===== config.mk =====
export PLATFORM = sky130hd
export DESIGN_NAME = multicycle_controller
export DESIGN_NICKNAME = d
export VERILOG_FILES = /design/src/rtl/multicycle_controller.sv
export SDC_FILE = /design/constraint.sdc
export NUM_CORES = 1
export LEC_CHECK = 0
export ABC_AREA = 1
export BUFFER_PORTS_ARGS = -buffer_cell sky130_fd_sc_hd__buf_2
export CAP_MARGIN = 20
export CORE_UTILIZATION = 40
export CTS_CLUSTER_DIAMETER = 120
export DETAILED_ROUTE_END_ITERATION = 7
export PLACE_DENSITY = 0.74
export SLEW_MARGIN = 20
export SYNTH_ARGS = -nofsm -noshare
export SYNTH_HDL_FRONTEND = slang
export SYNTH_SLANG_ARGS = --single-unit

===== constraint.sdc =====
create_clock -name clk -period 1 [get_ports clk]
set_input_delay 0.05 -clock clk [delete_from_list [all_inputs] [get_ports clk]]
set_output_delay 0.05 -clock clk [all_outputs]
set_load 0.01 [all_outputs]

===== src/rtl/multicycle_controller.sv =====
// -----------------------------------------------------------------------------
// multicycle_controller
//
// Moore-style control FSM for a shared multicycle MIPS datapath. The datapath
// has one memory, one ALU and an instruction register. The FSM steps each
// instruction through fetch, decode, execute, memory and writeback. It drives
// the datapath mux selects and write strobes, and it issues an alu_op to the
// existing ALU decoder. Memory accesses wait on mem_ready, so a slow memory can
// stall FETCH, MEMRD and MEMWR for any number of cycles.
//
// Supported instructions: R-type, lw, sw, beq, addi.
// j is supported only when the build defines MULTICYCLE_JUMP_EN. Without that
// macro, opcode 6'b000010 is treated as illegal and pc_src never equals 2'b10.
//
// Ports
//   clk         in   rising-edge clock
//   rst         in   synchronous, active-high reset
//   opcode      in   [5:0] instruction[31:26] from the instruction register
//   mem_ready   in   memory completes the requested access this cycle
//   mem_req     out  memory access requested
//   iord        out  memory address select: 0 = PC, 1 = ALUOut
//   mem_write   out  memory write (sw)
//   ir_write    out  load the instruction register
//   pc_write    out  unconditional PC update
//   branch      out  PC update if the ALU zero flag is set
//   pc_src      out  [1:0] 00 = ALU result, 01 = ALUOut, 10 = jump target
//   alu_src_a   out  0 = PC, 1 = register A
//   alu_src_b   out  [1:0] 00 = B, 01 = 4, 10 = sign-ext imm, 11 = imm<<2
//   alu_op      out  [1:0] 00 add, 01 sub, 10 use funct field
//   reg_dst     out  register write address: 1 = rd, 0 = rt
//   mem_to_reg  out  register write data: 1 = memory data, 0 = ALUOut
//   reg_write   out  register file write enable
//   instr_done  out  one-cycle pulse in the final cycle of each instruction
//   illegal_op  out  one-cycle pulse in DECODE for an unsupported opcode
//   state       out  [3:0] current state encoding (debug)
//
// All outputs are combinational from the state register and mem_ready. While
// rst is high, every strobe is held at 0 and every select shows its FETCH
// value. This keeps the datapath from writing anything while the core is in
// reset.
// -----------------------------------------------------------------------------
module multicycle_controller (
  input  logic       clk,
  input  logic       rst,
  input  logic [5:0] opcode,
  input  logic       mem_ready,
  output logic       mem_req,
  output logic       iord,
  output logic       mem_write,
  output logic       ir_write,
  output logic       pc_write,
  output logic       branch,
  output logic [1:0] pc_src,
  output logic       alu_src_a,
  output logic [1:0] alu_src_b,
  output logic [1:0] alu_op,
  output logic       reg_dst,
  output logic       mem_to_reg,
  output logic       reg_write,
  output logic       instr_done,
  output logic       illegal_op,
  output logic [3:0] state
);

  localparam logic [5:0] OP_RTYPE = 6'b000000;
  localparam logic [5:0] OP_LW    = 6'b100011;
  localparam logic [5:0] OP_SW    = 6'b101011;
  localparam logic [5:0] OP_BEQ   = 6'b000100;
  localparam logic [5:0] OP_ADDI  = 6'b001000;
  localparam logic [5:0] OP_J     = 6'b000010;

  typedef enum logic [3:0] {
    S_FETCH    = 4'd0,
    S_DECODE   = 4'd1,
    S_MEMADR   = 4'd2,
    S_MEMRD    = 4'd3,
    S_MEMWB    = 4'd4,
    S_MEMWR    = 4'd5,
    S_EXECUTE  = 4'd6,
    S_ALUWB    = 4'd7,
    S_BRANCH   = 4'd8,
    S_ADDIEXEC = 4'd9,
    S_ADDIWB   = 4'd10,
    S_JUMP     = 4'd11
  } state_e;

  state_e state_q;
  state_e state_d;

  // State register: reset always wins, including in the middle of a memory stall.
  always_ff @(posedge clk) begin
    if (rst) begin
      state_q <= S_FETCH;
    end else begin
      state_q <= state_d;
    end
  end

  // The state register may still hold X before the first reset edge, so the
  // debug output shows FETCH whenever rst is high.
  assign state = rst ? 4'd0 : state_q;

  // Next-state and Moore output decode, gated by mem_ready in the memory states.
  always_comb begin
    state_d    = S_FETCH;
    mem_req    = 1'b0;
    iord       = 1'b0;
    mem_write  = 1'b0;
    ir_write   = 1'b0;
    pc_write   = 1'b0;
    branch     = 1'b0;
    pc_src     = 2'b00;
    alu_src_a  = 1'b0;
    alu_src_b  = 2'b00;
    alu_op     = 2'b00;
    reg_dst    = 1'b0;
    mem_to_reg = 1'b0;
    reg_write  = 1'b0;
    instr_done = 1'b0;
    illegal_op = 1'b0;

    if (rst) begin
      // Strobes stay low. Selects show their FETCH values.
      alu_src_b = 2'b01;
      state_d   = S_FETCH;
    end else begin
      case (state_q)
        S_FETCH: begin
          // PC + 4 is computed every fetch cycle. It is only committed
          // (together with the IR load) in the cycle the memory answers.
          mem_req   = 1'b1;
          alu_src_b = 2'b01;
          ir_write  = mem_ready;
          pc_write  = mem_ready;
          if (mem_ready) begin
            state_d = S_DECODE;
          end else begin
            state_d = S_FETCH;
          end
        end

        S_DECODE: begin
          // Precompute the branch target PC + (imm << 2) into ALUOut.
          alu_src_b = 2'b11;
          case (opcode)
            OP_LW, OP_SW: state_d = S_MEMADR;
            OP_RTYPE:     state_d = S_EXECUTE;
            OP_BEQ:       state_d = S_BRANCH;
            OP_ADDI:      state_d = S_ADDIEXEC;
`ifdef MULTICYCLE_JUMP_EN
            OP_J:         state_d = S_JUMP;
`endif
            default: begin
              state_d    = S_FETCH;
              illegal_op = 1'b1;
              instr_done = 1'b1;
            end
          endcase
        end

        S_MEMADR: begin
          alu_src_a = 1'b1;
          alu_src_b = 2'b10;
          // The IR does not change after fetch, so opcode still identifies
          // lw or sw here. Anything else cannot occur; it falls back to FETCH.
          if (opcode == OP_LW) begin
            state_d = S_MEMRD;
          end else if (opcode == OP_SW) begin
            state_d = S_MEMWR;
          end else begin
            state_d = S_FETCH;
          end
        end

        S_MEMRD: begin
          mem_req = 1'b1;
          iord    = 1'b1;
          if (mem_ready) begin
            state_d = S_MEMWB;
          end else begin
            state_d = S_MEMRD;
          end
        end

        S_MEMWB: begin
          reg_write  = 1'b1;
          mem_to_reg = 1'b1;
          instr_done = 1'b1;
          state_d    = S_FETCH;
        end

        S_MEMWR: begin
          // mem_write stays high for the whole stall. The store finishes
          // in the cycle the memory accepts it.
          mem_req    = 1'b1;
          iord       = 1'b1;
          mem_write  = 1'b1;
          instr_done = mem_ready;
          if (mem_ready) begin
            state_d = S_FETCH;
          end else begin
            state_d = S_MEMWR;
          end
        end

        S_EXECUTE: begin
          alu_src_a = 1'b1;
          alu_op    = 2'b10;
          state_d   = S_ALUWB;
        end

        S_ALUWB: begin
          reg_write  = 1'b1;
          reg_dst    = 1'b1;
          instr_done = 1'b1;
          state_d    = S_FETCH;
        end

        S_BRANCH: begin
          // Compute A - B to get the zero flag. The target precomputed in
          // DECODE sits in ALUOut.
          alu_src_a  = 1'b1;
          alu_op     = 2'b01;
          pc_src     = 2'b01;
          branch     = 1'b1;
          instr_done = 1'b1;
          state_d    = S_FETCH;
        end

        S_ADDIEXEC: begin
          alu_src_a = 1'b1;
          alu_src_b = 2'b10;
          state_d   = S_ADDIWB;
        end

        S_ADDIWB: begin
          reg_write  = 1'b1;
          instr_done = 1'b1;
          state_d    = S_FETCH;
        end

`ifdef MULTICYCLE_JUMP_EN
        S_JUMP: begin
          pc_write   = 1'b1;
          pc_src     = 2'b10;
          instr_done = 1'b1;
          state_d    = S_FETCH;
        end
`endif

        default: begin
          // Unreachable encodings (and JUMP when jumps are not built in)
          // drive nothing and recover to FETCH.
          state_d = S_FETCH;
        end
      endcase
    end
  end

endmodule


==> results by group, run 1 <==
Cells and area
  • Share of cells above drive strength 1: 59.8%
  • Final Core Density: 88.1%
  • Biggest register: state_q
  • Non-filler cells, final: around 190
  • Layout Area Growth over Synthesis: 93.6%
  • Max FFs per register: 4
  • Layout Nets: between 150 and 200
  • Multi-input logic area: 587 µm²
  • Design Area, Final: around 0.0012 mm²
  • Sequential cell area: ~95 µm²
  • Fillers: between 70 and 80
  • Diodes inserted: 0
  • Largest regs: state_q: 4 flops

Outcome
  • Status: complete, but fails checks
  • Failing checks: setup timing

Floorplan
  • Die width: 41.4 µm
  • Total die area: approximately 0.0017 mm²
  • Starting Density: between 40 and 50%
  • Top Ports: 31
  • Core region area: approximately 0.0014 mm²
  • Row count: 13
  • Die height: between 40 and 50 µm

Route
  • Top Metal Used: met4
  • DRT iter0 DRCs: 63
  • DRT antenna net count: 0
  • Residual DRC count: 0
  • Vias after detailed routing: ~1100
  • Total Routed Length: 3.04 mm
  • WL met3: approximately 290 µm
  • Detailed Routing Iterations Pass 1: 6
  • Wire length on met2: around 1.5 mm
  • Vias per cell: between 5 and 6
  • DR WL/cell: approximately 16 µm
  • M1 wire length: between 1 and 1.5 mm

Timing
  • Setup TNS Final: -8.23 ns
  • Fin. max-slew vios: 0
  • Fin Hold WS: 0.204 ns
  • Minimum clock period: 1.47 ns
  • Clk_skew: about 0.00033 ns
  • Tcrit/Tclk final: 147%
  • Final WS setup: -0.472 ns
  • Final setup violation count: 25
  • Max frequency: ~680 MHz
  • Hold Fails Final Rpt: 0
  • RSZ-0062 raised after global routing: yes

Power
  • VDD IR max: 0.716 mV
  • Overall power: 0.584 mW
  • Pleak: 0.675 nW
  • Pwr per Cell Area: 486 mW/mm²

Worst setup path
  • Worst reg-to-reg path cell count: 8
  • Critical R2R Launch: state_q[1]
  • Critical setup path kind: reg -> out
  • Crit Path Max Fanout: 5
  • Arr. time, crit path: 1.42 ns
  • Reg-to-reg slack, setup: -0.28 ns
  • Crit Reg-Reg Endpoint: state_q[0]
  • Worst setup SP type: flip-flop
  • Data required, critical path: 0.95 ns
  • Critical path endpoint category: output port

CTS
  • CTS Sinks: 4
  • Clock latency on the worst-skew pair: between 0.2 and 0.25 ns
  • H-tree Lvls: 1
  • Hold_buf cts: 0
  • Clock buffer depth: 2
  • CTS tree: yes
  • Root buf cell: clkbuf_4
  • Total CTS buffers: 3
  • Clock-pin slew on the worst setup and hold paths: approximately 0.04 ns

Synth
  • Syn_nets: roughly 130
  • Yosys warns: 0
  • FF+latch count, synth: 4
  • Count leader, synth: nor2_1
  • Avg Cell Area, Syn: 4.97 µm²
  • Netlist cell types: 17
  • Post-synth top area cell: nor2_1
  • Top post-synthesis cells by count: 35 x nor2_1, 22 x nand2_1, 13 x inv_1, 12 x nand3_1
  • Gate Count Post-Synth: 125
  • Top post-synthesis cells by area: nor2_1 21%, nand2_1 13%, dfxtp_1 13%
  • Async SR Flop Fraction: 0%
  • Top cell type's share of synthesized area: about a fifth
  • Register area share after synthesis: around an eighth
  • Mapped Area: between 600 and 700 µm²
  • Main synth FF type: dfxtp_1
  • Post-synth EDFFs: 0

GRT
  • Total grt overflow: 0
  • Vias in the first global route: around 900
  • First-pass GRT wire length: around 3.7 mm
  • Initial antenna violation count: 0
  • GRT Util Overall: 27.1%
  • Largest net degree at the start of global routing: 16

Placement
  • Placed inst area: 876 µm²
  • Number of I/O port buffers: 29
  • Place WS: -0.164 ns
  • DP Cell Count: about 180
  • Gpl congestion: roughly 0.92
  • Detailed Place HPWL: around 1.4 mm

Hold path
  • Hold Path Class: in -> reg
  • Worst hold start: rst
  • WHS Endpoint: state_q[2]
  • Hold depth: 2

Flow run
  • Total of max-cap violations: 0
logic make-up (layout without fill, tap and decap cells):
logic type / after synthesis / in the layout / synth area share (%)
AO/OA/AOI/OAI: 8 / 8 / 7.24
buffers and inverters: 25 / 79 / 16.9
flip-flops: 4 / 4 / 12.9
AND/OR/NAND/NOR: 87 / 87 / 62.4
other: 1 / 1 / 0.603
power by group:
part,total [mW],internal [mW],switching [mW]
clock network,0.198,0.134,0.0637
logic,0.224,0.0896,0.134
registers,0.162,0.155,0.00771
total,0.584,0.379,0.206
layout make-up:
type,instances,area share (%)
clock buffers,3,1.87
inverters,20,7.48
multi-input cells,96,48.8
flip-flops and latches,4,7.90
well taps,15,1.56
repair buffers,56,32.4
layout by cell type, fill, tap and decap left out, types with 2 or more instances in the layout:
cell	count
a21oi_1	2
a31oi_1	2
buf_2	29
buf_4	18
buf_6	8
clkbuf_4	3
dfxtp_4	4
inv_1	12
inv_2	4
inv_4	2
inv_6	2
nand2_1	18
nand2_2	7
nand2_4	2
nand2_8	2
nand3_1	9
nand3_2	2
nor2_1	21
nor2_2	12
nor2_4	6
nor3_1	4
nor3_2	2
worst max path at each step:
stage               cells past startpoint        from    endpoint
floorplan                               6  state_q[0]  illegal_op
detailed placement                      8  state_q[3]  instr_done
global route                            6  state_q[3]  mem_to_reg
CTS                                     8  state_q[2]  instr_done
finish                                  6  state_q[3]  mem_to_reg
global placement                        8  state_q[3]  instr_done
worst max-delay path: stages (launching register included):
cell	delay, ns
dfxtp_4	0.37
inv_4	0.10
nand2_8	0.07
buf_4	0.15
buf_4	0.12
nor3_1	0.20
buf_2	0.18
per-layer routing:
metal / vias to the layer above / global-route usage (%)
li1: 492 / -
met1: 496 / 29.7
met2: 92 / 50.9
met3: 25 / 3.91
met4: 0 / 11.0
met5: - / 0
repair_timing:
item,in CTS,in global routing
endpoints found under the hold margin,0,0
pin swaps,17,12
setup endpoints to repair,25,25
buffers inserted,7,9
resized for setup,32,22
Power figures use the tool's default switching activity.
==> run 2, diff against run 1 <==
--- a/config.mk
+++ b/config.mk
@@ -8,10 +8,13 @@
 export ABC_AREA = 1
 export BUFFER_PORTS_ARGS = -buffer_cell sky130_fd_sc_hd__buf_2
 export CAP_MARGIN = 20
-export CORE_UTILIZATION = 40
+export CELL_PAD_IN_SITES_DETAIL_PLACEMENT = 0
+export CELL_PAD_IN_SITES_GLOBAL_PLACEMENT = 1
+export CORE_UTILIZATION = 24
 export CTS_CLUSTER_DIAMETER = 120
 export DETAILED_ROUTE_END_ITERATION = 7
-export PLACE_DENSITY = 0.74
+export PLACE_DENSITY_LB_ADDON = 0.1
+export SETUP_SLACK_MARGIN = 0.1
 export SLEW_MARGIN = 20
 export SYNTH_ARGS = -nofsm -noshare
 export SYNTH_HDL_FRONTEND = slang
==> results by group, run 2 (synthesis results as in run 1) <==
Outcome
  • Status: complete, but fails checks
  • Failing checks: setup timing

Placement
  • Gpl congestion: 0.758
  • Detailed Place HPWL: 1.66 mm
  • DP Cell Count: about 200
  • Place WS: -0.134 ns
  • Placed inst area: approximately 0.0010 mm²
  • Number of I/O port buffers: 29

Floorplan
  • Die height: 52.9 µm
  • Row count: 18
  • Top Ports: 31
  • Core region area: roughly 0.0025 mm²
  • Die width: between 50 and 60 µm
  • Starting Density: 25.3%
  • Total die area: between 0.002 and 0.003 mm²

Timing
  • Tcrit/Tclk final: 140%
  • Minimum clock period: 1.40 ns
  • Max frequency: 715 MHz
  • Fin Hold WS: around 0.21 ns
  • Hold Fails Final Rpt: 0
  • RSZ-0062 raised after global routing: yes
  • Final setup violation count: 25
  • Clk_skew: around 0.0042 ns
  • Final WS setup: -0.398 ns
  • Fin. max-slew vios: 0

Cells and area
  • Layout Area Growth over Synthesis: 93.6%
  • Max FFs per register: 4
  • Commonest non-fill, non-tap cells in the layout: 28 x buf_2, 23 x nor2_1, 16 x nand2_1
  • Final Core Density: roughly half
  • Leading cell type in the layout, fill and taps excluded: buf_2
  • Design Area, Final: about 0.0012 mm²
  • Biggest register: state_q
  • Diodes inserted: 0
  • Fillers: between 200 and 300
  • Share of cells above drive strength 1: roughly three fifths
  • Layout Nets: 186
  • Non-filler cells, final: roughly 210
  • Largest regs: state_q: 4 flops

Worst setup path
  • Crit Reg-Reg Endpoint: state_q[1]
  • Reg-to-reg slack, setup: -0.12 ns
  • Worst-path cell chain: inv_4 > nand2_1 > nor2_1 > nor2_1 > nand3_1 > nor2_2 > nor2_2 > buf_2
  • Critical path endpoint category: output port
  • CP top delay family: simple AND/OR/NAND/NOR gates
  • Worst setup SP type: flip-flop
  • Critical R2R Launch: state_q[1]
  • Worst path slowest cell: dfxtp_4
  • Critical setup path kind: reg -> out
  • Slowest stage delay, CP: roughly 0.37 ns
  • Worst reg-to-reg path cell count: 8
  • Crit Path Max Fanout: 5
  • Worst path bufs/invs: 2
  • Arr. time, crit path: 1.35 ns
  • Crit path depth: 8
  • Data required, critical path: between 0.9 and 1 ns

CTS
  • CTS tree: yes
  • Total CTS buffers: 3
  • Clock-pin slew on the worst setup and hold paths: roughly 0.04 ns
  • H-tree Lvls: 1
  • CTS Sinks: 4
  • Root buf cell: clkbuf_4
  • Clock buffer depth: 2
  • Clock latency on the worst-skew pair: 0.24 ns

GRT
  • Largest net degree at the start of global routing: 12
  • Total grt overflow: 0
  • First-pass GRT wire length: approximately 3.2 mm
  • Vias in the first global route: 809
  • Initial antenna violation count: 0
  • GRT Util Overall: approximately 16%

Route
  • Total Routed Length: 2.07 mm
  • DRT antenna net count: 0
  • Detailed Routing Iterations Pass 1: 3
  • Vias per cell: around 4.5
  • Residual DRC count: 0
  • DR WL/cell: between 10 and 15 µm
  • Vias after detailed routing: 935
  • DRT iter0 DRCs: 4

Power
  • Pwr per Cell Area: 494 mW/mm²
  • Pleak: 0.655 nW
  • VDD IR max: roughly 0.32 mV

Hold path
  • WHS Endpoint: state_q[3]
  • Hold depth: 6
  • Worst hold start: opcode[0]
  • Hold Path Class: in -> reg

Flow run
  • Total of max-cap violations: 0
[run 2: cell type report]
cell class                 count  area [µm²]  share of cell area, %
clock buffer                   4        26.3                   2.18
multi-input combinational     96         588                   48.9
sequential                     4        95.1                   7.90
timing repair buffer          52         372                   30.9
tap                           30        37.5                   3.12
inverter                      20        85.1                   7.07
[run 2: through the flow]
step	power [mW]	TNS, ns
detailed placement	0.357	-1.30
global route	0.645	-7.54
finish	0.595	-5.62
global placement	0.355	-1.25
CTS	0.596	-5.45
floorplan	0.270	-0.0262
[run 2: worst reg2reg max path: cells and delay by family (launching register included)]
| family | cells | cell delay, ns |
|---|---|---|
| DFF | 1 | 0.37 |
| and+or+nand+nor | 5 | 0.49 |
| buffers and inverters | 3 | 0.16 |
[run 2: power breakdown]
part | switching (mW) | internal [mW]
Sequential | 0.00574 | 0.155
Clock | 0.0726 | 0.150
Combinational | 0.119 | 0.0928
Total | 0.198 | 0.398
[run 2: worst max-delay path by stage]
stage	from	end	slack (ns)
after floorplan	state_q[3]	instr_done	-0.03
after global placement	state_q[1]	state_q[0]	-0.15
after detailed placement	state_q[3]	instr_done	-0.13
after CTS	state_q[2]	instr_done	-0.36
after global routing	state_q[0]	instr_done	-0.49
final	state_q[0]	instr_done	-0.40
[run 2: routing by layer]
| metal | GRT usage, % | wire length (µm) |
|---|---|---|
| met2 | 30.4 | 1160 |
| met3 | 0.862 | 59 |
| met5 | 0 | 0 |
| met4 | 6.58 | 53 |
| met1 | 16.8 | 797 |
[run 2: what timing repair did]
action                                  4_1_cts  5_1_grt
endpoints found under the hold margin         0        0
endpoints found under the setup margin       25       25
gates resized for setup                      21       18
setup buffers                                 2        1
pin swaps                                     9        4
hold buffers                                  0        0
